[src/rtl/sr_bank_sequencer.sv]
// sr_bank_sequencer
// Sequences set/clear commands from NREQ requesters onto a bank of NBITS
// clocked SR flip-flops. One command is accepted per divider tick while idle,
// chosen round-robin, and executed as a one-cycle S or R pulse followed by a
// one-cycle ready (and optional error) pulse back to the granted requester.
// A shadow copy of the bank state is kept alongside.
//
// Ports:
//   clk        system clock, rising edge
//   rst_n      asynchronous active-low reset
//   tick       one-cycle enable strobe from the clock divider
//   req_valid  per-requester command valid
//   req_set    per-requester set flag
//   req_clr    per-requester clear flag
//   req_idx    per-requester target bit, requester i uses [i*IDXW +: IDXW]
//   req_ready  one-cycle completion pulse to the granted requester
//   req_err    one-cycle error pulse, coincident with req_ready
//   sr_s       set pulses to the flip-flop bank
//   sr_r       reset pulses to the flip-flop bank
//   q_shadow   sequencer's copy of the bank state
//   busy       high whenever the sequencer is not idle
module sr_bank_sequencer #(
    parameter int NREQ  = 4,
    parameter int NBITS = 8,
    parameter int IDXW  = 3
) (
    input  logic                   clk,
    input  logic                   rst_n,
    input  logic                   tick,
    input  logic [NREQ-1:0]        req_valid,
    input  logic [NREQ-1:0]        req_set,
    input  logic [NREQ-1:0]        req_clr,
    input  logic [NREQ*IDXW-1:0]   req_idx,
    output logic [NREQ-1:0]        req_ready,
    output logic [NREQ-1:0]        req_err,
    output logic [NBITS-1:0]       sr_s,
    output logic [NBITS-1:0]       sr_r,
    output logic [NBITS-1:0]       q_shadow,
    output logic                   busy
);

    localparam int PW = (NREQ > 1) ? $clog2(NREQ) : 1;

    typedef enum logic [1:0] {
        ST_IDLE  = 2'd0,
        ST_GRANT = 2'd1,
        ST_DRIVE = 2'd2
    } state_t;

    state_t            r_state, w_state_nx;
    logic [PW-1:0]     r_ptr, w_ptr_nx;
    logic [PW-1:0]     r_gid, w_gid_nx;
    logic              r_set, w_set_nx;
    logic              r_clr, w_clr_nx;
    logic [IDXW-1:0]   r_idx, w_idx_nx;
    logic [NBITS-1:0]  r_sr_s, w_sr_s_nx;
    logic [NBITS-1:0]  r_sr_r, w_sr_r_nx;
    logic [NBITS-1:0]  r_q, w_q_nx;
    logic [NREQ-1:0]   r_ready, w_ready_nx;
    logic [NREQ-1:0]   r_err, w_err_nx;

    logic              w_found;
    logic [PW-1:0]     w_sel;
    logic              w_in_range;
    logic              w_bad;
    logic              w_do_set;
    logic              w_do_clr;
    logic [NBITS-1:0]  w_bit_mask;
    logic [NREQ-1:0]   w_gid_mask;

    // Round-robin pick: first valid requester at or after the pointer.
    always_comb begin
        w_found = 1'b0;
        w_sel   = '0;
        for (int off = 0; off < NREQ; off++) begin
            if (!w_found && req_valid[(int'(r_ptr) + off) % NREQ]) begin
                w_found = 1'b1;
                w_sel   = PW'((int'(r_ptr) + off) % NREQ);
            end
        end
    end

    // Classification of the captured command. Both flags set or an index
    // beyond the bank is an error and never drives the bank.
    always_comb begin
        w_in_range = (int'(r_idx) < NBITS);
        w_bad      = (r_set && r_clr) || !w_in_range;
        w_do_set   = r_set && !r_clr && w_in_range;
        w_do_clr   = r_clr && !r_set && w_in_range;
        w_bit_mask = NBITS'(1) << r_idx;
        w_gid_mask = NREQ'(1) << r_gid;
    end

    // Next-state and next-output logic. Pulses default to zero so every
    // S/R, ready and error output lasts exactly one cycle.
    always_comb begin
        w_state_nx = r_state;
        w_ptr_nx   = r_ptr;
        w_gid_nx   = r_gid;
        w_set_nx   = r_set;
        w_clr_nx   = r_clr;
        w_idx_nx   = r_idx;
        w_sr_s_nx  = '0;
        w_sr_r_nx  = '0;
        w_q_nx     = r_q;
        w_ready_nx = '0;
        w_err_nx   = '0;
        case (r_state)
            ST_IDLE: begin
                if (tick && w_found) begin
                    w_gid_nx   = w_sel;
                    w_set_nx   = req_set[w_sel];
                    w_clr_nx   = req_clr[w_sel];
                    w_idx_nx   = req_idx[int'(w_sel)*IDXW +: IDXW];
                    w_ptr_nx   = (int'(w_sel) == NREQ - 1) ? '0 : w_sel + PW'(1);
                    w_state_nx = ST_GRANT;
                end
            end
            ST_GRANT: begin
                if (w_do_set) begin
                    w_sr_s_nx = w_bit_mask;
                end
                if (w_do_clr) begin
                    w_sr_r_nx = w_bit_mask;
                end
                w_state_nx = ST_DRIVE;
            end
            ST_DRIVE: begin
                if (w_do_set) begin
                    w_q_nx = r_q | w_bit_mask;
                end else if (w_do_clr) begin
                    w_q_nx = r_q & ~w_bit_mask;
                end
                w_ready_nx = w_gid_mask;
                w_err_nx   = w_bad ? w_gid_mask : '0;
                w_state_nx = ST_IDLE;
            end
            default: begin
                w_state_nx = ST_IDLE;
            end
        endcase
    end

    // State and output registers; reset aborts any command in flight.
    always_ff @(posedge clk or negedge rst_n) begin
        if (!rst_n) begin
            r_state <= ST_IDLE;
            r_ptr   <= '0;
            r_gid   <= '0;
            r_set   <= 1'b0;
            r_clr   <= 1'b0;
            r_idx   <= '0;
            r_sr_s  <= '0;
            r_sr_r  <= '0;
            r_q     <= '0;
            r_ready <= '0;
            r_err   <= '0;
        end else begin
            r_state <= w_state_nx;
            r_ptr   <= w_ptr_nx;
            r_gid   <= w_gid_nx;
            r_set   <= w_set_nx;
            r_clr   <= w_clr_nx;
            r_idx   <= w_idx_nx;
            r_sr_s  <= w_sr_s_nx;
            r_sr_r  <= w_sr_r_nx;
            r_q     <= w_q_nx;
            r_ready <= w_ready_nx;
            r_err   <= w_err_nx;
        end
    end

    assign req_ready = r_ready;
    assign req_err   = r_err;
    assign sr_s      = r_sr_s;
    assign sr_r      = r_sr_r;
    assign q_shadow  = r_q;
    assign busy      = (r_state != ST_IDLE);

endmodule

[config.mk]
export PLATFORM = sky130hd
export DESIGN_NAME = sr_bank_sequencer
export DESIGN_NICKNAME = d
export VERILOG_FILES = /design/src/rtl/sr_bank_sequencer.sv
export SDC_FILE = /design/constraint.sdc
export NUM_CORES = 1
export LEC_CHECK = 0
export CAP_MARGIN = 15
export CORE_MARGIN = 1
export CORE_UTILIZATION = 45
export DETAILED_ROUTE_END_ITERATION = 6
export HOLD_SLACK_MARGIN = 0.1
export PLACE_DENSITY = 0.89
export SYNTH_ARGS = -nofsm -noshare
export SYNTH_HDL_FRONTEND = slang
export SYNTH_SLANG_ARGS = --single-unit
[constraint.sdc]
create_clock -name clk -period 2.2 [get_ports clk]
set_clock_uncertainty 0.15 [all_clocks]
set_input_delay 0.44 -clock clk [delete_from_list [all_inputs] [get_ports clk]]
set_output_delay 0.44 -clock clk [all_outputs]
set_load 0.01 [all_outputs]
==> results of run 1 <==
what timing repair did:
| item | CTS | global route |
|---|---|---|
| hold buffers | 1 | 0 |
| resized for setup | 0 | 6 |
| setup endpoints to repair | 0 | 6 |
| hold endpoints to repair | 43 | 0 |
routing by layer:
| layer | GRT usage | up-vias | wire length, um |
|---|---|---|---|
| met3 | 0.05172 | 7 | 216 |
| li1 | - | 683 | - |
| met4 | 0.09239 | 0 | 71 |
| met1 | 0.2483 | 687 | 1696 |
| met5 | 0 | - | 0 |
| met2 | 0.3087 | 55 | 1953 |
through the flow:
stage	utilization	setup WS (ns)	power [mW]	TNS, ns	instance area (sq um)
2_1_floorplan	-	0.2817	1.617	0	1834
3_3_place_gp	0.6636	-0.1922	1.960	-1.034	2502
3_5_place_dp	0.6636	-0.3073	1.986	-1.494	2502
4_1_cts	0.7014	0.002363	2.696	0	2645
5_1_grt	0.7150	-0.005263	2.913	-0.005263	2696
6_report	0.7150	0.04368	2.764	0	2696
synthesized netlist by cell type, types with 3 or more instances:
cell	number
nor4_1	4
mux2i_1	10
nand2b_1	3
a211o_1	5
a21oi_1	3
inv_1	5
nor2_1	29
mux2_2	8
nor3_1	12
ha_1	3
dfrtp_1	43
clkbuf_1	5
nand2_1	6
nand3b_1	4
layout by cell type (no fill, tap or decap), drive strengths merged:
cell           count
dlymetal6s2s       1
clkbuf             7
nor2b              1
nor4               4
a21boi             1
a21o               2
bufinv             2
a211o              5
nor3              12
or2                2
xnor2              1
nand2b             3
o21ai              2
a21oi              3
dfrtp             43
mux2               9
o22a               1
nand3b             4
nor2              29
buf                8
or3b               4
nand3              1
nand2              6
ha                 3
clkdlybuf4s50     57
inv                5
o22ai              1
o221ai             1
mux2i             10
dlygate4sd3        1
report_power, final:
group | internal, mW | switching (mW)
Clock | 0.453 | 0.256
Sequential | 0.949 | 0.200
Combinational | 0.506 | 0.398
Total | 1.91 | 0.855
cell type report:
type                    instances  share of cell area
repair buffers                 68              0.2552
multi-input cells             105              0.2673
flip-flops and latches         43              0.3991
well taps                      48             0.02227
clock buffers                   6             0.02691
clock inverters                 2             0.02227
inverters                       5            0.006961
cell families after synthesis:
family	Yosys count	synth area share
buffers and inverters	13	0.03342
AO/OA/AOI/OAI	16	0.06616
adder cells (fa/ha/maj)	3	0.02047
XOR/XNOR	1	0.004776
flip-flops	43	0.5866
multiplexers	19	0.1119
AND/OR/NAND/NOR	66	0.1767
worst min path at each step:
stage	startpoint	end	slack, ns	depth (start not counted)
floorplan	rst_n	async pin	-0.006	0
global placement	flip-flop	flip-flop	0.34	1
detailed placement	flip-flop	flip-flop	0.35	1
CTS	flip-flop	flip-flop	0.37	1
global route	flip-flop	flip-flop	0.39	1
finish	flip-flop	flip-flop	0.36	1
==> run summary, run 1 <==
In this run, CTS created clock tree buffers numbering 5. 60 I/O pins were placed. The tools report the startpoint kind of the worst setup timing path as an input pin. In the routed layout, each cell is associated on average with a via count of 5.170. Entering global routing, the biggest net connects 44 pins. The H-tree was split into 2 levels. Core area: 3771 sq um. The first global-routing pass estimated 6244 um of wire. The run gives 4336 sq um as the die area. The detail route stage leaves a number of antenna-violating nets equal to 0. In this run the static leakage power is 1.237 nW.

The count of vias placed by the detailed router is 1432. In this run the deepest clock path goes through 2 buffers. Clock-pin slew was measured on the worst setup and hold paths at 0.08 ns. The number of flops mapped to enable cells by yosys came out at 0. The logs give 0 for the final max-slew violation count and 0 for the antenna diode count. The cell family contributing the most delay on the critical path is buffers and inverters. The logs give 0.6627 for the worst slew slack as a fraction of its limit and 0.4864 for the initial standard-cell utilization of the core.

Along the worst path, the maximum fanout reaches 6. The top-area cell type share of the netlist area works out to 0.5866. Worst setup path startpoint: req_valid[1]. STA classifies the critical path endpoint as a flip-flop. After synthesis, the netlist uses 30 different library cells. For the number of nets in the finished design, the log shows 258. The final clock period utilization by the worst path was 0.9801. Number of detailed-routing iterations run before antenna repair: 4. The critical path goes through clkdlybuf4s50_1, mux2_4, o221ai_4, buf_12, mux2i_1, nor3_1, a211o_1. The final wirelength is 3937 um.

The worst register-to-register path begins at r_ptr[1]. The placed wire-length estimate was 2670 um. The mapped netlist covers 1834 sq um. The multi-input combinational cells in the finished layout cover a total of 720.7 sq um. The logs give 2.23 ns for the required time of the critical path and 0 for the final setup violation count.

Yosys attributes the largest share of cell area to dfrtp_1 (59%), nor2_1 (5.9%), mux2i_1 (5.5%). Detailed-route wire length per cell: 14.21 um. The global router's overall resource usage is 0.1955.

The sequential cells in the finished layout cover a total of 1076 sq um. Measured along the y axis, the die boundary spans 65.85 um. A synthesized cell averages 11.39 sq um. Slowest cell on the critical path: clkdlybuf4s50_1. The clock net in this run drives a total of 43 sinks.

The critical path crosses 7 cells after its start point. The area growth from synthesis to layout is 47.00%. For the hold violation total from the final report, the log shows 0. The power density relative to cell area works out to 1025 nW/um^2. TritonCTS built the clock tree. After the first detailed-routing iteration, the DRC count stood at 107. The width of the chip is 65.85 um. Cell at the root of the clock tree: clkbuf_8. Classification of the worst setup path: input pin to flip-flop. The class of the worst hold path was flip-flop to flip-flop. At the end of routability-driven placement, the weighted congestion stood at 0.8173. Max-cap violations in this run came to 0. Final hold analysis gives a worst-case slack of 0.3632 ns.

The run gives 267 as the placed cell count. Yosys printed 0 warnings. The overall overflow remaining after global route came out at 0. In this run the critical register-to-register path is captured at r_clr.

After detailed routing, the number of remaining DRC violations is 0. The worst-case IR drop observed on VDD is 737.3 uV. The layout has 272 filler cells. For the finished layout, the period the worst path requires is 2.156 ns. Fraction of registers with async set/reset: 1.000.

The tools report the via count of the first global-routing pass as 1360. The ratio of cells with drive above 1 in the final layout was 0.1354; the portion of the post-synthesis area used by sequential elements was 0.5866. Synthesis produced a netlist with a net count of 191. The largest single stage delay on the critical path is 0.46 ns. The flow ran to the end, and the final reports show no timing, DRC or antenna violations. At the pin with the least slew margin, the transition time is 0.5060 ns. The endpoint arrival time on the critical path was 2.19 ns.

For flop-to-flop paths, the worst setup slack is 0.10 ns. Cell count of the worst reg-to-reg path: 6. The finished layout holds 277 standard cells, fillers aside. In this run the core area contains 22 standard-cell rows. For the clock latency on the worst-skew pair, the log shows 0.29 ns.

For the top achievable clock speed, the log shows 0.4638 GHz. Of all cell types, the one taking the most synthesized area is dfrtp_1. The synthesized design contains 43 register bits. The tools report the number of instances in the synthesized netlist as 161. The tools report the initial antenna violation count as 0.

In this run the worst setup path terminates at r_clr. The number of setup buffers added after CTS is 0. Port buffering added 59 buffers. Dominant register cell in the synthesized netlist: dfrtp_1. The count of buffer and inverter cells on the critical path is 2.
No activity file was read; power rests on OpenSTA's default activity.
==> run 2: changes to the inputs <==
--- a/config.mk
+++ b/config.mk
@@ -5,7 +5,6 @@
 export SDC_FILE = /design/constraint.sdc
 export NUM_CORES = 1
 export LEC_CHECK = 0
-export CAP_MARGIN = 15
 export CORE_MARGIN = 1
 export CORE_UTILIZATION = 45
 export DETAILED_ROUTE_END_ITERATION = 6
==> constraint.sdc (replaced) <==
create_clock -name clk -period 2.4 [get_ports clk]
set_clock_uncertainty 0.15 [all_clocks]
set_input_delay 0.6 -clock clk [delete_from_list [all_inputs] [get_ports clk]]
set_output_delay 0.6 -clock clk [all_outputs]
set_load 0.01 [all_outputs]
==> run summary, run 2 (same netlist as run 1, synthesis figures left out) <==
For the worst-skew pair, the clock arrives at the later sink with an insertion delay of 0.29 ns. At the end of routability-driven placement, the weighted congestion stood at 0.8013. For the pin with the worst max-slew slack, the measured transition is 0.7042 ns.

Leaving out fill and tap cells, the most frequent cell in the layout is clkdlybuf4s50_1. The power density relative to cell area works out to 935.5 nW/um^2. The maximum cell stage delay along the critical path came out at 0.54 ns. In this run, CTS created clock tree buffers numbering 5. Setup repair after global routing left no endpoint under its margin. The flow ran to the end, and the final reports show no timing, DRC or antenna violations. For the die area, the log shows 4336 sq um. The wire-length estimate of the detail-placed layout is 2765 um. The final max-slew violation count was 0.

The critical path starts at req_valid[1]. The final clock period utilization by the worst path works out to 0.9561. Wires add up to 3674 um. In this design, the largest share of critical-path delay is due to compound AO/OA/AOI/OAI gates. The time the final worst path needs with I/O delays and setup came out at 2.295 ns. The count of vias placed by the detailed router was 1410; the maximum root-to-sink buffer count was 2. Walking the worst path, the cells encountered are clkdlybuf4s50_1, buf_4, a21o_1, a21oi_1, o22ai_1, nor3_1, a211o_1.

TritonCTS built the clock tree. Derived from the worst setup path, the maximum achievable clock frequency is 0.4358 GHz. The detail route stage leaves a number of antenna-violating nets equal to 0. The global router's overall resource usage was 0.2006.

Max-cap violations in this run came to 0. Data on the critical path is required at its endpoint by 2.42 ns. For this design, the CTS-stage hold fixing added 0 buffers. The core region is 3771 sq um. The min-delay analysis places its worst path in the category input pin to async pin. The cell at the root of the clock tree is clkbuf_8. In the layout the commonest cells are clkdlybuf4s50_1 (58), dfrtp_1 (43), nor2_1 (29), nor3_1 (12), mux2i_1 (10).

The run gives 4 as the number of detailed-routing iterations run before antenna repair. The slowest stage of the critical path belongs to the cell o22ai_1. During placement, the flow inserted port buffers numbering 59. The worst slew slack as a fraction of its limit was 0.5305; the detailed-route wire length per cell was 13.46 um. STA classifies the critical path startpoint as an input pin. The H-tree was split into 2 levels. The total number of clock tree sinks is 43, and the worst-path maximum fanout is 7. The hold violation total from the final report is 0, and the aggregate negative setup slack is 0 ns.

Once the clock tree was built, the resizer swapped 0 gates to a different size. Together, buffers and inverters on the worst path number 2. The classification of the worst setup path was input pin to flip-flop.

The ratio of cells with drive above 1 in the final layout was 0.1111. The antenna diode count is 0, and the die height is 65.85 um. The endpoint arrival time on the critical path is 2.32 ns, and the post-CTS clock slew at the launch and capture registers of the worst setup and hold paths is 0.08 ns. After the first detailed-routing iteration, the DRC count stood at 77. The overall overflow remaining after global route was 0; the number of nets in the finished design was 254. Initial antenna violation count: 0. The logs give 36 for the pin count of the biggest net entering global routing and 60 for the count of pins on the block boundary. The startpoint identified for the worst register-to-register timing path is r_ptr[1].

Width of the chip: 65.85 um. The tools report the number of rows in the core area as 22. The logs give 6313 um for the wire length of the first global-routing pass and 0.2023 ns for the post-route worst hold slack.

For the via count of the first global-routing pass, the log shows 1384. Leakage power: 1.197 nW. In the routed design, unresolved DRC markers number 0.

The number of vias per cell was 5.165; the initial standard-cell utilization of the core was 0.4864. From synthesis to final layout, the design area changed by 42.84%. The logs give 0 for the final setup violation count and 0 for the number of setup buffers added after CTS. The tools report the sort of element at the end of the critical path as a flip-flop. IR analysis of the VDD net gives a maximum drop of 509.4 uV.
run 2: changes by cell type in the layout (fill, tap and decap cells not counted), sizes merged:
cell           delta
buf               -2
clkbuf            -1
clkdlybuf4s50     +1
dlygate4sd3       -1
dlymetal6s2s      -1
run 2: worst reg2reg max path, cell delays in order, from the launching register on:
cell	delay [ns]
dfrtp_1	0.48
mux2_4	0.33
o221ai_2	0.22
buf_12	0.19
mux2i_1	0.23
nor3_1	0.07
a211o_1	0.26
run 2: power breakdown:
| part | total [mW] | leakage (nW) | internal (mW) | switching (mW) |
|---|---|---|---|---|
| Clock | 0.640 | 0.0654 | 0.415 | 0.224 |
| Sequential | 1.04 | 0.580 | 0.871 | 0.172 |
| Combinational | 0.769 | 0.552 | 0.423 | 0.346 |
run 2: final timing paths:
kind	end	slack (ns)	cells past startpoint
max in group asynchronous	async pin	1.29	2
worst max register to register	r_clr	0.36	6
worst min register to register	flip-flop	0.37	1
worst min-delay path	req_ready[2]	0.20	1
worst max-delay path	r_idx[1]	0.11	7
min in group clk	flip-flop	0.37	1
run 2: layout make-up:
class                           count  area (sq um)
Inverter                            5         18.77
Clock buffer                        6         72.57
Sequential cell                    43          1076
Tap cell                           48         60.06
Timing Repair Buffer               64         635.6
Clock inverter                      2         60.06
Multi-Input combinational cell    105         696.9
Fill cell                         291          1151
run 2: stage by stage:
| stage | area [sq um] | utilization | power [mW] | std cells | setup WS (ns) |
|---|---|---|---|---|---|
| 6_report | 2620 | 0.6948 | 2.451 | 273 | 0.1053 |
| 5_1_grt | 2620 | 0.6948 | 2.598 | 273 | 0.01244 |
| 4_1_cts | 2620 | 0.6948 | 2.466 | 273 | 0.1205 |
| 3_5_place_dp | 2487 | 0.6596 | 1.817 | 265 | -0.1937 |
| 3_3_place_gp | 2487 | 0.6596 | 1.787 | 265 | -0.1114 |
| 2_1_floorplan | 1834 | - | 1.482 | 161 | 0.3487 |
run 2: per-layer routing:
layer | GRT usage | up-vias | part of all wire
met1 | 0.2401 | 667 | 0.42
met5 | 0 | - | 0
li1 | - | 681 | -
met2 | 0.3214 | 54 | 0.51
met4 | 0.1005 | 0 | 0.020
met3 | 0.06552 | 8 | 0.057
==> run 3: changes to the inputs <==
--- a/config.mk
+++ b/config.mk
@@ -7,6 +7,7 @@
 export LEC_CHECK = 0
 export CORE_MARGIN = 1
 export CORE_UTILIZATION = 45
+export CTS_CLUSTER_DIAMETER = 100
 export DETAILED_ROUTE_END_ITERATION = 6
 export HOLD_SLACK_MARGIN = 0.1
 export PLACE_DENSITY = 0.89
==> results of run 3 <==
Final layout, timing and power as in run 2 (identical DEF).
==> RTL edit (flow settings as in run 3) <==
The parameter `IDXW` goes from 3 to 2.
--- a/src/rtl/sr_bank_sequencer.sv
+++ b/src/rtl/sr_bank_sequencer.sv
@@ -22,7 +22,7 @@
 module sr_bank_sequencer #(
     parameter int NREQ  = 4,
     parameter int NBITS = 8,
-    parameter int IDXW  = 3
+    parameter int IDXW  = 2
 ) (
     input  logic                   clk,
     input  logic                   rst_n,
Interface: changed (resized req_idx); port bits go from 60 to 56. No check against the original RTL was run, so the function may have changed too.
==> RTL edit against run 3 <==
Sequential cell count shrank 13; worst hold slack gained 0.16 ns; area after synthesis shrank 18%; setup slack gained 0.056 ns; clock power shrank 60%; cell area shrank 22%; critical path depth shrank 5; wire length shrank 21%; combinational power shrank 14%; die area shrank 18%; power shrank 32%; largest cell class unchanged; highest routed layer unchanged.
==> RTL edit: results (changes against run 3) <==
Run status
  • Status: completed (unchanged)

Global route
  • First-pass GRT wire length: 4660 um (was 6310 um)
  • Vias in the first global route: 1103 (was 1384)
  • Gr usage total: 18.1% (was 20.1%)
  • Met1 GRT Util: 19.3% (was 24.0%)

Placement
  • Placed instance area: 1990 um^2 (was 2490 um^2)
  • Placer Congestion: 0.883 (was 0.801)
  • HPWL Detailed: 2330 um (was 2760 um)

Yosys
  • Avg Inst Size Synth: 10.9 um^2 (was 11.4 um^2)
  • Post-synthesis mux area share: 8.58% (was 11.2%)
  • Adder-Cell Fraction of Synth Area: 2.50% (was 2.05%)
  • Synth Area in Compound Gates: 11.7% (was 6.62%)
  • Post-synth top cells: 30 x dfrtp_1, 13 x buf_4, 13 x nor2_1 (was 43 x dfrtp_1, 29 x nor2_1, 12 x nor3_1)

Clocking
  • Worst-skew pair later-pin latency: 0.32 ns (was 0.29 ns)

Drt
  • Routed vias/inst: 4.92 (was 5.16)
  • DRT iter0 DRCs: 24 (was 77)
  • M1 wire length: 1160 um (was 1530 um)
  • DR vias: 1165 (was 1410)
  • DR WL met2: 1510 um (was 1860 um)
  • Met3 WL post-DR: 179 um (was 208 um)

Critical path
  • Largest stage delay on the critical path: 0.49 ns (was 0.54 ns)
  • Worst path slowest cell: clkdlybuf4s50_1 (was o22ai_1)
  • CP arrival: 1.49 ns (was 2.32 ns)

Power and ir drop
  • Clk pwr share: 15.4% (was 26.1%)
  • Sw Share: 35.5% (was 30.3%)
  • Leakage: 0.000901 uW (was 0.00120 uW)
  • Power Combinational: 664 uW (was 769 uW)

Cells and area
  • Fill cell count: 269 (was 291)
  • Share of cells above drive strength 1: 15.0% (was 11.1%)
==> RTL edit: cell count changes after synthesis, sizes merged, moves of 5 or more <==
| cell | before | now |
|---|---|---|
| nor2 | 29 | 14 |
| nand2 | 6 | 11 |
| buf | 3 | 15 |
| dfrtp | 43 | 30 |
==> RTL edit: path summary, 6_finish.rpt <==
check | end | slack [ns] | depth (start not counted)
max in group asynchronous | sr_s[1] | 1.32 | 2
setup reg to reg | r_set | 0.46 | 5
hold / removal | flip-flop | 0.36 | 1
min in group asynchronous | req_ready[0] | 0.51 | 2
setup / recovery | busy | 0.16 | 2
hold reg to reg | flip-flop | 0.36 | 1
==> RTL edit: layout make-up <==
cell class | instances | area, um^2 | share of cell area (%)
Sequential cell | 30 | 751 | 37.0
Multi-Input combinational cell | 99 | 659 | 32.5
Timing Repair Buffer | 53 | 505 | 24.9
Tap cell | 44 | 55.1 | 2.71
Clock buffer | 7 | 45.0 | 2.22
Inverter | 4 | 15.0 | 0.739
